--- src/rtl/robo_pkg.sv ---
// Shared definitions for the robot supervisor: the state set, default
// timing constants, and the mapping from each state to its status outputs.
package robo_pkg;

    typedef enum logic [2:0] {
        S_IDLE     = 3'd0,
        S_RST_ROBO = 3'd1,
        S_RUN      = 3'd2,
        S_TURN     = 3'd3,
        S_COLLECT  = 3'd4,
        S_HALT     = 3'd5,
        S_FAULT    = 3'd6
    } robo_state_t;

    // Default parameter values for robo_supervisor.
    localparam int DEF_TURN_CYCLES  = 8;
    localparam int DEF_CLAW_CYCLES  = 4;
    localparam int DEF_STUCK_LIMIT  = 4;
    localparam int DEF_HALT_CYCLES  = 4;

    // The robot FSM is held in reset this many cycles on every (re)start.
    localparam int RST_ROBO_CYCLES  = 2;

    // Width of the shared phase timer and of the streak/idle counters.
    localparam int TIMER_W = 16;
    localparam int CNT_W   = 8;

    // Per-state output flags; motor_fwd is not here because it depends
    // on the command sampled in RUN rather than on the state alone.
    typedef struct packed {
        logic robo_reset;
        logic busy;
        logic halted;
        logic stuck;
        logic motor_turn;
        logic claw;
    } status_t;

    function automatic status_t state_flags(robo_state_t s);
        status_t f;
        f = '0;
        case (s)
            S_IDLE:     f.robo_reset = 1'b1;
            S_RST_ROBO: begin
                f.robo_reset = 1'b1;
                f.busy       = 1'b1;
            end
            S_RUN:      f.busy = 1'b1;
            S_TURN: begin
                f.busy       = 1'b1;
                f.motor_turn = 1'b1;
            end
            S_COLLECT: begin
                f.busy = 1'b1;
                f.claw = 1'b1;
            end
            S_HALT:     f.halted = 1'b1;
            S_FAULT:    f.stuck  = 1'b1;
            default:    f.robo_reset = 1'b1;
        endcase
        return f;
    endfunction

endpackage

--- src/rtl/robo_timer.sv ---
// Loadable down-counter used to time the RST_ROBO, TURN and COLLECT phases.
// done is high during the last cycle of a loaded interval (count == 1), so
// a phase loaded with N lasts exactly N cycles when the owner leaves on done.
module robo_timer #(
    parameter int W = 16
) (
    input  logic         clock,
    input  logic         reset,
    input  logic         load,
    input  logic [W-1:0] load_value,
    input  logic         enable,
    output logic [W-1:0] count,
    output logic         done
);

    // Load wins over counting; an enabled counter stops at zero.
    always_ff @(posedge clock or posedge reset) begin
        if (reset) begin
            count <= '0;
        end else if (load) begin
            count <= load_value;
        end else if (enable && (count != '0)) begin
            count <= count - W'(1);
        end
    end

    assign done = (count == W'(1));

endmodule

--- src/rtl/robo_supervisor.sv ---
// Supervisor between a robot command FSM and its actuators. It holds the
// robot in reset on (re)start, turns commands into timed actuator pulses,
// counts completed debris collections, and stops the robot when it idles
// too long (HALT) or keeps turning without advancing (FAULT).
//
// Handshake: there is none; avancar/girar/recolher_entulho are level
// commands sampled on each rising edge while in RUN and ignored elsewhere,
// and start is a one-cycle pulse honoured only in IDLE, HALT and FAULT.
module robo_supervisor
    import robo_pkg::*;
#(
    parameter int TURN_CYCLES = DEF_TURN_CYCLES,
    parameter int CLAW_CYCLES = DEF_CLAW_CYCLES,
    parameter int STUCK_LIMIT = DEF_STUCK_LIMIT,
    parameter int HALT_CYCLES = DEF_HALT_CYCLES
) (
    input  logic        clock,
    input  logic        reset,
    input  logic        start,
    input  logic        avancar,
    input  logic        girar,
    input  logic        recolher_entulho,
    output logic        robo_reset,
    output logic        motor_fwd,
    output logic        motor_turn,
    output logic        claw,
    output logic        busy,
    output logic        halted,
    output logic        stuck,
    output logic [7:0]  entulho_count,
    output robo_state_t state_dbg
);

    localparam logic [CNT_W-1:0]   STUCK_LIM = CNT_W'(STUCK_LIMIT);
    localparam logic [CNT_W-1:0]   HALT_LIM  = CNT_W'(HALT_CYCLES);
    localparam logic [TIMER_W-1:0] TURN_LOAD = TIMER_W'(TURN_CYCLES);
    localparam logic [TIMER_W-1:0] CLAW_LOAD = TIMER_W'(CLAW_CYCLES);
    localparam logic [TIMER_W-1:0] RST_LOAD  = TIMER_W'(RST_ROBO_CYCLES);

    robo_state_t        state;
    status_t            flags;
    logic [CNT_W-1:0]   turn_streak;
    logic [CNT_W-1:0]   idle_cnt;
    logic [CNT_W-1:0]   streak_inc;
    logic [CNT_W-1:0]   idle_inc;

    logic               cmd_collect;
    logic               cmd_girar;
    logic               cmd_fault;
    logic               cmd_turn;
    logic               cmd_fwd;
    logic               restart;

    logic               timer_load;
    logic [TIMER_W-1:0] timer_value;
    logic               timer_en;
    logic [TIMER_W-1:0] timer_count;
    logic               timer_done;

    robo_timer #(
        .W(TIMER_W)
    ) u_timer (
        .clock      (clock),
        .reset      (reset),
        .load       (timer_load),
        .load_value (timer_value),
        .enable     (timer_en),
        .count      (timer_count),
        .done       (timer_done)
    );

    // Command decode with collect > turn > forward priority, plus the
    // timer load request for whichever timed phase is about to begin.
    always_comb begin
        streak_inc  = turn_streak + CNT_W'(1);
        idle_inc    = idle_cnt + CNT_W'(1);
        cmd_collect = recolher_entulho;
        cmd_girar   = girar && !recolher_entulho;
        cmd_fault   = cmd_girar && (streak_inc == STUCK_LIM);
        cmd_turn    = cmd_girar && !cmd_fault;
        cmd_fwd     = avancar && !girar && !recolher_entulho;
        restart     = start && ((state == S_IDLE) || (state == S_HALT) ||
                                (state == S_FAULT));

        timer_load  = 1'b0;
        timer_value = '0;
        if (restart) begin
            timer_load  = 1'b1;
            timer_value = RST_LOAD;
        end else if ((state == S_RUN) && cmd_collect) begin
            timer_load  = 1'b1;
            timer_value = CLAW_LOAD;
        end else if ((state == S_RUN) && cmd_turn) begin
            timer_load  = 1'b1;
            timer_value = TURN_LOAD;
        end

        timer_en = (state == S_RST_ROBO) || (state == S_TURN) ||
                   (state == S_COLLECT);
    end

    // Supervisor FSM; every output is registered alongside the state it
    // belongs to, so outputs change on the same edge as the state.
    always_ff @(posedge clock or posedge reset) begin
        if (reset) begin
            state         <= S_IDLE;
            flags         <= state_flags(S_IDLE);
            motor_fwd     <= 1'b0;
            entulho_count <= '0;
            turn_streak   <= '0;
            idle_cnt      <= '0;
        end else begin
            motor_fwd <= 1'b0;
            case (state)
                S_IDLE: begin
                    if (restart) begin
                        state <= S_RST_ROBO;
                        flags <= state_flags(S_RST_ROBO);
                    end
                end

                S_RST_ROBO: begin
                    if (timer_done) begin
                        state <= S_RUN;
                        flags <= state_flags(S_RUN);
                    end
                end

                S_RUN: begin
                    if (cmd_collect) begin
                        idle_cnt <= '0;
                        state    <= S_COLLECT;
                        flags    <= state_flags(S_COLLECT);
                    end else if (cmd_girar) begin
                        idle_cnt    <= '0;
                        turn_streak <= streak_inc;
                        if (cmd_fault) begin
                            state <= S_FAULT;
                            flags <= state_flags(S_FAULT);
                        end else begin
                            state <= S_TURN;
                            flags <= state_flags(S_TURN);
                        end
                    end else if (cmd_fwd) begin
                        idle_cnt    <= '0;
                        turn_streak <= '0;
                        motor_fwd   <= 1'b1;
                    end else begin
                        idle_cnt <= idle_inc;
                        if (idle_inc == HALT_LIM) begin
                            state <= S_HALT;
                            flags <= state_flags(S_HALT);
                        end
                    end
                end

                S_TURN: begin
                    if (timer_done) begin
                        state <= S_RUN;
                        flags <= state_flags(S_RUN);
                    end
                end

                S_COLLECT: begin
                    if (timer_done) begin
                        if (entulho_count != 8'hFF) begin
                            entulho_count <= entulho_count + 8'd1;
                        end
                        state <= S_RUN;
                        flags <= state_flags(S_RUN);
                    end
                end

                S_HALT, S_FAULT: begin
                    if (restart) begin
                        turn_streak <= '0;
                        idle_cnt    <= '0;
                        state       <= S_RST_ROBO;
                        flags       <= state_flags(S_RST_ROBO);
                    end
                end

                default: begin
                    state <= S_IDLE;
                    flags <= state_flags(S_IDLE);
                end
            endcase
        end
    end

    assign {robo_reset, busy, halted, stuck, motor_turn, claw} = flags;
    assign state_dbg = state;

endmodule

--- config.mk ---
export PLATFORM = sky130hd
export DESIGN_NAME = robo_supervisor
export DESIGN_NICKNAME = d
export VERILOG_FILES = /design/src/rtl/robo_pkg.sv /design/src/rtl/robo_timer.sv /design/src/rtl/robo_supervisor.sv
export SDC_FILE = /design/constraint.sdc
export NUM_CORES = 1
export LEC_CHECK = 0
export CAP_MARGIN = 20
export CORE_UTILIZATION = 60
export CTS_CLUSTER_DIAMETER = 60
export DETAILED_ROUTE_END_ITERATION = 8
export PLACE_DENSITY = 0.83
export SLEW_MARGIN = 20
export SYNTH_ARGS = -nofsm -noshare
export SYNTH_HDL_FRONTEND = slang
export SYNTH_SLANG_ARGS = --single-unit
--- constraint.sdc ---
create_clock -name clock -period 6.45 [get_ports clock]
set_clock_uncertainty 0.1 [all_clocks]
set_input_delay 1.29 -clock clock [delete_from_list [all_inputs] [get_ports clock]]
set_output_delay 1.29 -clock clock [all_outputs]
set_load 0.02 [all_outputs]
==> reports/results.tsv, run 1 <==
stage	metric	value	unit
placed_design	dpl cell area	2987	um2
logic_synthesis	Synthesized Nets	290	
floorplan	Die W	69.24	um
worst_hold_path	min-delay worst type	reg -> reg	
floorplan	Core Box Area	4354	um2
sta	Worst-Margin Slew	825.1	ps
clock_tree	hold_buf cts	0	
finish	commonest non-fill, non-tap cell in the layout	dfrtp_1	
clock_tree	Root Buffer Master	clkbuf_8	
global_route	Total Routing Usage GR	0.2298	
sta	RSZ-0062 raised after global routing	false	
detailed_routing	number of routed nets with antenna violations	0	
logic_synthesis	ys async rst share	1.000	
critical_path	WP data required	6590	ps
sta	fmax	278.1	MHz
critical_path	Worst EP arrival	3730	ps
finish	fin nets	316	
clock_tree	CTS buffer count	5	
sta	part of the cycle the worst path needs	0.5576	
sta	minimum clock period	3596	ps
finish	commonest non-fill, non-tap cells in the layout	dfrtp_1 (49), nor2_1 (35), nand2_1 (23), clkdlybuf4s50_1 (23)	
global_route	grt ovf	0	
detailed_routing	DRC	0	
detailed_routing	WL final	5111	um
clock_tree	CTS Sinks	50	
global_route	vias in the first global route	1960	
sta	Final Max Tran Viols	0	
detailed_routing	first-pass iteration count of the detailed router	4	
critical_path	Max FO, Critical Path	15	
clock_tree	Max H-tree Level	2	
clock_tree	TritonCTS clock tree	built	
logic_synthesis	synthesized instance count	277	
clock_tree	Clock transition at path regs	90	ps
critical_path	register-to-register setup slack	3890	ps
pwr	maximum vdd drop	0.0002695	V
global_route	met2 usage	0.3689	
clock_tree	CTS resizes	0	
floorplan	FP Rows	24	
floorplan	io pins	24	
logic_synthesis	Syn. warnings	0	
logic_synthesis	Seq/Total Area, Yosys	0.4617	
critical_path	Setup CP Type	in -> reg	
sta	final setup vio count	0	
floorplan	Initial Utilization	0.6230	
placed_design	Port Buffers	23	
pwr	LEAKAGE	0.001353	uW
global_route	global-route wire length before repair	8825	um
sta	final hold vios	0	
pwr	pwr dens	401.6	nW/um2
detailed_routing	WL/cell	14.36	um
logic_synthesis	post-synth cell types	53	
placed_design	Post-Place Cells	348	
sta	Fin Setup TNS	0	ps
sta	Max-slew headroom	0.4493	
logic_synthesis	Seq cells post-synth	50	
finish	Synth-to-Final Area Change	14.07	%
run	max-cap viol count	0	
global_route	pin count of the biggest net entering global routing	51	
finish	post-layout util	0.7106	
global_route	GRT met3 Usage	0.04215	
finish	ratio of cells with drive above 1 in the final layout	0.07237	
finish	Final Non-Filler Cells	356	
detailed_routing	DR vias	2123	
critical_path	endpoint type of the worst setup path	register	
global_route	initial antenna violation count	0	
global_route	Global Route met1 Usage	0.3117	
critical_path	CP Launch Type	primary input	
detailed_routing	number of DRC markers in iteration 0	162	
floorplan	Die ar.	4794	um2
finish	# fillers	332	
placed_design	GPL Wtd Cong	0.8393	
global_route	grt peak-use layer	met2	
logic_synthesis	most frequently used flop master after synthesis	dfrtp_1	
finish	antenna cells	0	
clock_tree	post-CTS setup buffers	0	
clock_tree	worst skew pair latency	300	ps
outcome	outcome	completed	
floorplan	Die Y	69.24	um
logic_synthesis	Avg Synthesized Cell Area	9.793	um2
placed_design	hpwl dp	3637	um
logic_synthesis	number of flops mapped to enable cells by yosys	0	
detailed_routing	Avg Vias per Cell	5.963	
logic_synthesis	Post-Syn Area	2713	um2
clock_tree	worst-case clock buffer depth	2	
finish	Final Cell Area	3094	um2
[registers in the layout (all words and copies together), names as in the netlist]
| register | flops |
|---|---|
| u_timer.count | 16 |
| entulho_count | 8 |
| idle_cnt | 8 |
| turn_streak | 8 |
| state_dbg | 3 |
| busy | 1 |
| claw | 1 |
| halted | 1 |
| motor_fwd | 1 |
| motor_turn | 1 |
| robo_reset | 1 |
| stuck | 1 |
[logic make-up after synthesis]
logic type,Yosys count,synth area share
flops,50,0.4617
compound gates,53,0.1338
buf+inv,12,0.01891
mux,6,0.02398
simple gates,119,0.2325
xor+xnor,30,0.09687
fa+ha+maj,7,0.03229
[through the flow]
step	hold WS (ps)	setup slack, ps	total power, uW
global route	409.3	2626	1333
floorplan	360.3	3650	887.4
detailed placement	384.4	2518	1029
CTS	402.2	2825	1248
global placement	378.2	2592	1014
finish	393.1	2854	1243
[worst paths after layout]
check                            startpoint                to  cells past startpoint
max in group asynchronous             reset    turn_streak[5]                      2
min in group asynchronous             reset  u_timer.count[7]                      2
min reg2reg                      motor_turn        motor_turn                      1
min                              motor_turn        motor_turn                      1
max reg2reg                    state_dbg[0]  u_timer.count[2]                      5
max                        recolher_entulho  u_timer.count[2]                      6
[metal layers]
metal	vias to the layer above	routed length, um
li1	1039	-
met1	1032	2459
met2	45	2403
met3	7	173
met4	0	75
met5	-	0
[Yosys cell counts, drive strengths merged (2+ instances only)]
cell    instances  share of area
dfrtp          49           0.45
nor2           35          0.048
nand2          23          0.032
o21ai          23          0.045
xnor2          21          0.068
nor3           13          0.030
xor2            9          0.029
and3            8          0.018
inv             8          0.011
nand3           8          0.015
a21oi           7          0.014
ha              7          0.032
nand4           7          0.018
nand2b          6          0.014
a22o            5          0.016
and2            5          0.012
mux2            4          0.017
a31oi           3         0.0069
buf             3         0.0065
nor4            3          0.015
o31ai           3         0.0083
a21o            2         0.0055
mux2i           2         0.0074
nor4b           2         0.0065
o21a            2         0.0055
or2             2         0.0046
or3             2         0.0046
or3b            2         0.0065
[report_power, final]
group	internal, uW	switching (uW)	leakage, uW
sequential	387	89.3	0.000674
combinational	234	318	0.000627
clock	116	98.1	0.0000524
[critical path: stages]
cell and delay (ps):
clkdlybuf4s50_1 520, nor4b_1 590, nand2_1 360, o21ai_2 590, mux2_2 270, o21a_1 100
[cell type report]
class	count	area, um2	share of cell area
sequential	50	1252	0.4048
tap	52	65.06	0.02103
timing repair buffer	23	230.2	0.07440
clock buffer	7	76.32	0.02467
inverter	8	31.28	0.01011
clock inverter	1	30.03	0.009705
multi-input combinational	215	1409	0.4553
Power figures use the tool's default switching activity.
==> run 2: changes to the inputs <==
CORE_UTILIZATION = 52   (was 60)
PLACE_DENSITY = 0.76   (was 0.83)
clock period = 3.09 ns   (was 6.45 ns; I/O delays follow)
==> run 2 against run 1 <==
  * Sequential cell count unchanged
  * Clock-buffer cell count decreased by 1
  * Total power increased by 110%
  * Worst setup slack got worse by 2200 ps
  * Critical endpoint is now busy
==> reports/results.tsv, run 2 (synthesized netlist as in run 1, its figures left out) <==
stage	metric	value	unit	change
outcome	outcome	completed		unchanged
pwr	maximum vdd drop	0.0005616	V	was 0.0002695 V
detailed_routing	number of routed nets with antenna violations	0		unchanged
floorplan	FP Rows	25		was 24
clock_tree	TritonCTS clock tree	built		unchanged
detailed_routing	number of DRC markers in iteration 0	110		was 162
finish	Synth-to-Final Area Change	15.96	%	was 14.07%
critical_path	CP Launch Type	primary input		unchanged
floorplan	Core Box Area	4880	um2	was 4354 um2
clock_tree	hold_buf cts	0		unchanged
placed_design	hpwl dp	3811	um	was 3637 um
clock_tree	Clock transition at path regs	90	ps	about the same
clock_tree	worst skew pair latency	300	ps	about the same
pwr	LEAKAGE	0.001372	uW	was 0.001353 uW
sta	fmax	402.7	MHz	
placed_design	Port Buffers	23		unchanged
finish	# fillers	422		was 332
worst_hold_path	HP Start	turn_streak[6]		was motor_turn
sta	Final WS setup	606.5	ps	was 2854 ps
critical_path	endpoint type of the worst setup path	register		unchanged
sta	RSZ-0062 raised after global routing	false		unchanged
global_route	pin count of the biggest net entering global routing	51		unchanged
critical_path	WP data required	3180	ps	was 6590 ps
detailed_routing	WL/cell	14.35	um	was 14.36 um
pwr	pwr dens	839.8	nW/um2	was 401.6 nW/um2
clock_tree	worst-case clock buffer depth	2		unchanged
sta	minimum clock period	2483	ps	
detailed_routing	DR vias	2090		was 2123
critical_path	R2R depth	7		was 5
clock_tree	Max H-tree Level	2		unchanged
sta	final hold vios	0		unchanged
critical_path	Critical R2R Launch	idle_cnt[0]		was state_dbg[0]
global_route	vias in the first global route	2056		was 1960
finish	max FFs per register	16		unchanged
critical_path	Setup CP Type	in -> reg		unchanged
clock_tree	CTS resizes	0		unchanged
floorplan	io pins	24		unchanged
global_route	global-route wire length before repair	9170	um	was 8825 um
floorplan	Die ar.	5509	um2	was 4794 um2
finish	Most flops, register	u_timer.count		unchanged
clock_tree	CTS Sinks	50		unchanged
global_route	Total Routing Usage GR	0.2180		was 0.2298
finish	Final Cell Area	3146	um2	was 3094 um2
critical_path	Worst Setup EP	busy		was u_timer.count[2]
sta	Final Max Tran Viols	0		unchanged
critical_path	Worst EP arrival	2570	ps	was 3730 ps
placed_design	Post-Place Worst Slack	297.5	ps	was 2518 ps
clock_tree	post-CTS setup buffers	0		unchanged
global_route	initial antenna violation count	0		unchanged
finish	commonest non-fill, non-tap cell in the layout	dfrtp_1		unchanged
finish	ratio of cells with drive above 1 in the final layout	0.08766		was 0.07237
sta	Fin Setup TNS	0	ps	unchanged
sta	final setup vio count	0		unchanged
finish	area of the multi-input gates	1409	um2	unchanged
finish	commonest non-fill, non-tap cells in the layout	dfrtp_1 (49), nor2_1 (35), nand2_1 (23), clkdlybuf4s50_1 (23)		unchanged
finish	fin nets	320		was 316
detailed_routing	first-pass iteration count of the detailed router	4		unchanged
finish	register area	1252	um2	unchanged
clock_tree	CTS buffer count	5		unchanged
detailed_routing	WL final	5381	um	was 5111 um
floorplan	Die W	74.23	um	was 69.24 um
floorplan	Die Y	74.23	um	was 69.24 um
detailed_routing	DRC	0		unchanged
critical_path	register-to-register setup slack	640	ps	was 3890 ps
critical_path	CP Launch Point	avancar		was recolher_entulho
critical_path	Max FO, Critical Path	5		was 15
placed_design	dpl cell area	3035	um2	was 2987 um2
placed_design	GPL Wtd Cong	0.8649		was 0.8393
detailed_routing	Avg Vias per Cell	5.573		was 5.963
critical_path	reg2reg end	busy		was u_timer.count[2]
worst_hold_path	Hold Path Depth	1		unchanged
sta	part of the cycle the worst path needs	0.8037		
sta	Worst-Margin Slew	748.7	ps	was 825.1 ps
floorplan	Initial Utilization	0.5559		was 0.6230
run	max-cap viol count	0		unchanged
global_route	grt ovf	0		unchanged
worst_hold_path	min-delay worst type	reg -> reg		unchanged
clock_tree	Root Buffer Master	clkbuf_8		unchanged
finish	antenna cells	0		unchanged
sta	Max-slew headroom	0.4985		was 0.4493
-- run 2: changes by cell type in the layout (fill, tap and decap cells not counted), sizes merged --
cell / delta
buf: +4
clkbuf: -1
clkinv: -1
clkinvlp: +1
inv: +1
-- run 2: report_power, final --
part	internal, uW	switching (uW)	total, uW
clock network	242	217	459
registers	808	189	997
logic	507	679	1190
-- run 2: layout make-up --
type | count | area share
sequential | 50 | 0.3982
tap | 67 | 0.02665
timing repair buffer | 27 | 0.08274
clock buffer | 6 | 0.02307
multi-input combinational | 215 | 0.4479
inverter | 8 | 0.009547
clock inverter | 2 | 0.01193
-- run 2: worst min path at each step --
stage	end	slack (ps)
after floorplan	turn_streak[6]	360
after global placement	entulho_count[5]	380
after detailed placement	entulho_count[5]	380
after CTS	entulho_count[5]	410
after global routing	motor_turn	420
final	turn_streak[6]	410
-- run 2: per-stage QoR --
step / power [uW] / instances / hold slack [ps] / utilization
2_1_floorplan: 1852 / 277 / 360.3 / -
3_3_place_gp: 2151 / 367 / 382.3 / 0.6221
3_5_place_dp: 2182 / 367 / 384.3 / 0.6221
4_1_cts: 2652 / 375 / 411.6 / 0.6446
5_1_grt: 2841 / 375 / 420.9 / 0.6446
6_report: 2642 / 375 / 408.4 / 0.6446
-- run 2: critical path: stages --
cell and delay [ps]:
clkdlybuf4s50_1 480, nor4b_1 320, nand3_1 140, o31ai_1 450, nand2_1 240, mux2_2 320
-- run 2: metal layers --
metal / global-route usage / vias to the layer above / routed length, um
li1: - / 1038 / -
met1: 0.2961 / 1008 / 2643
met2: 0.3586 / 38 / 2512
met3: 0.04065 / 6 / 162
met4: 0.06289 / 0 / 63
met5: 0 / - / 0
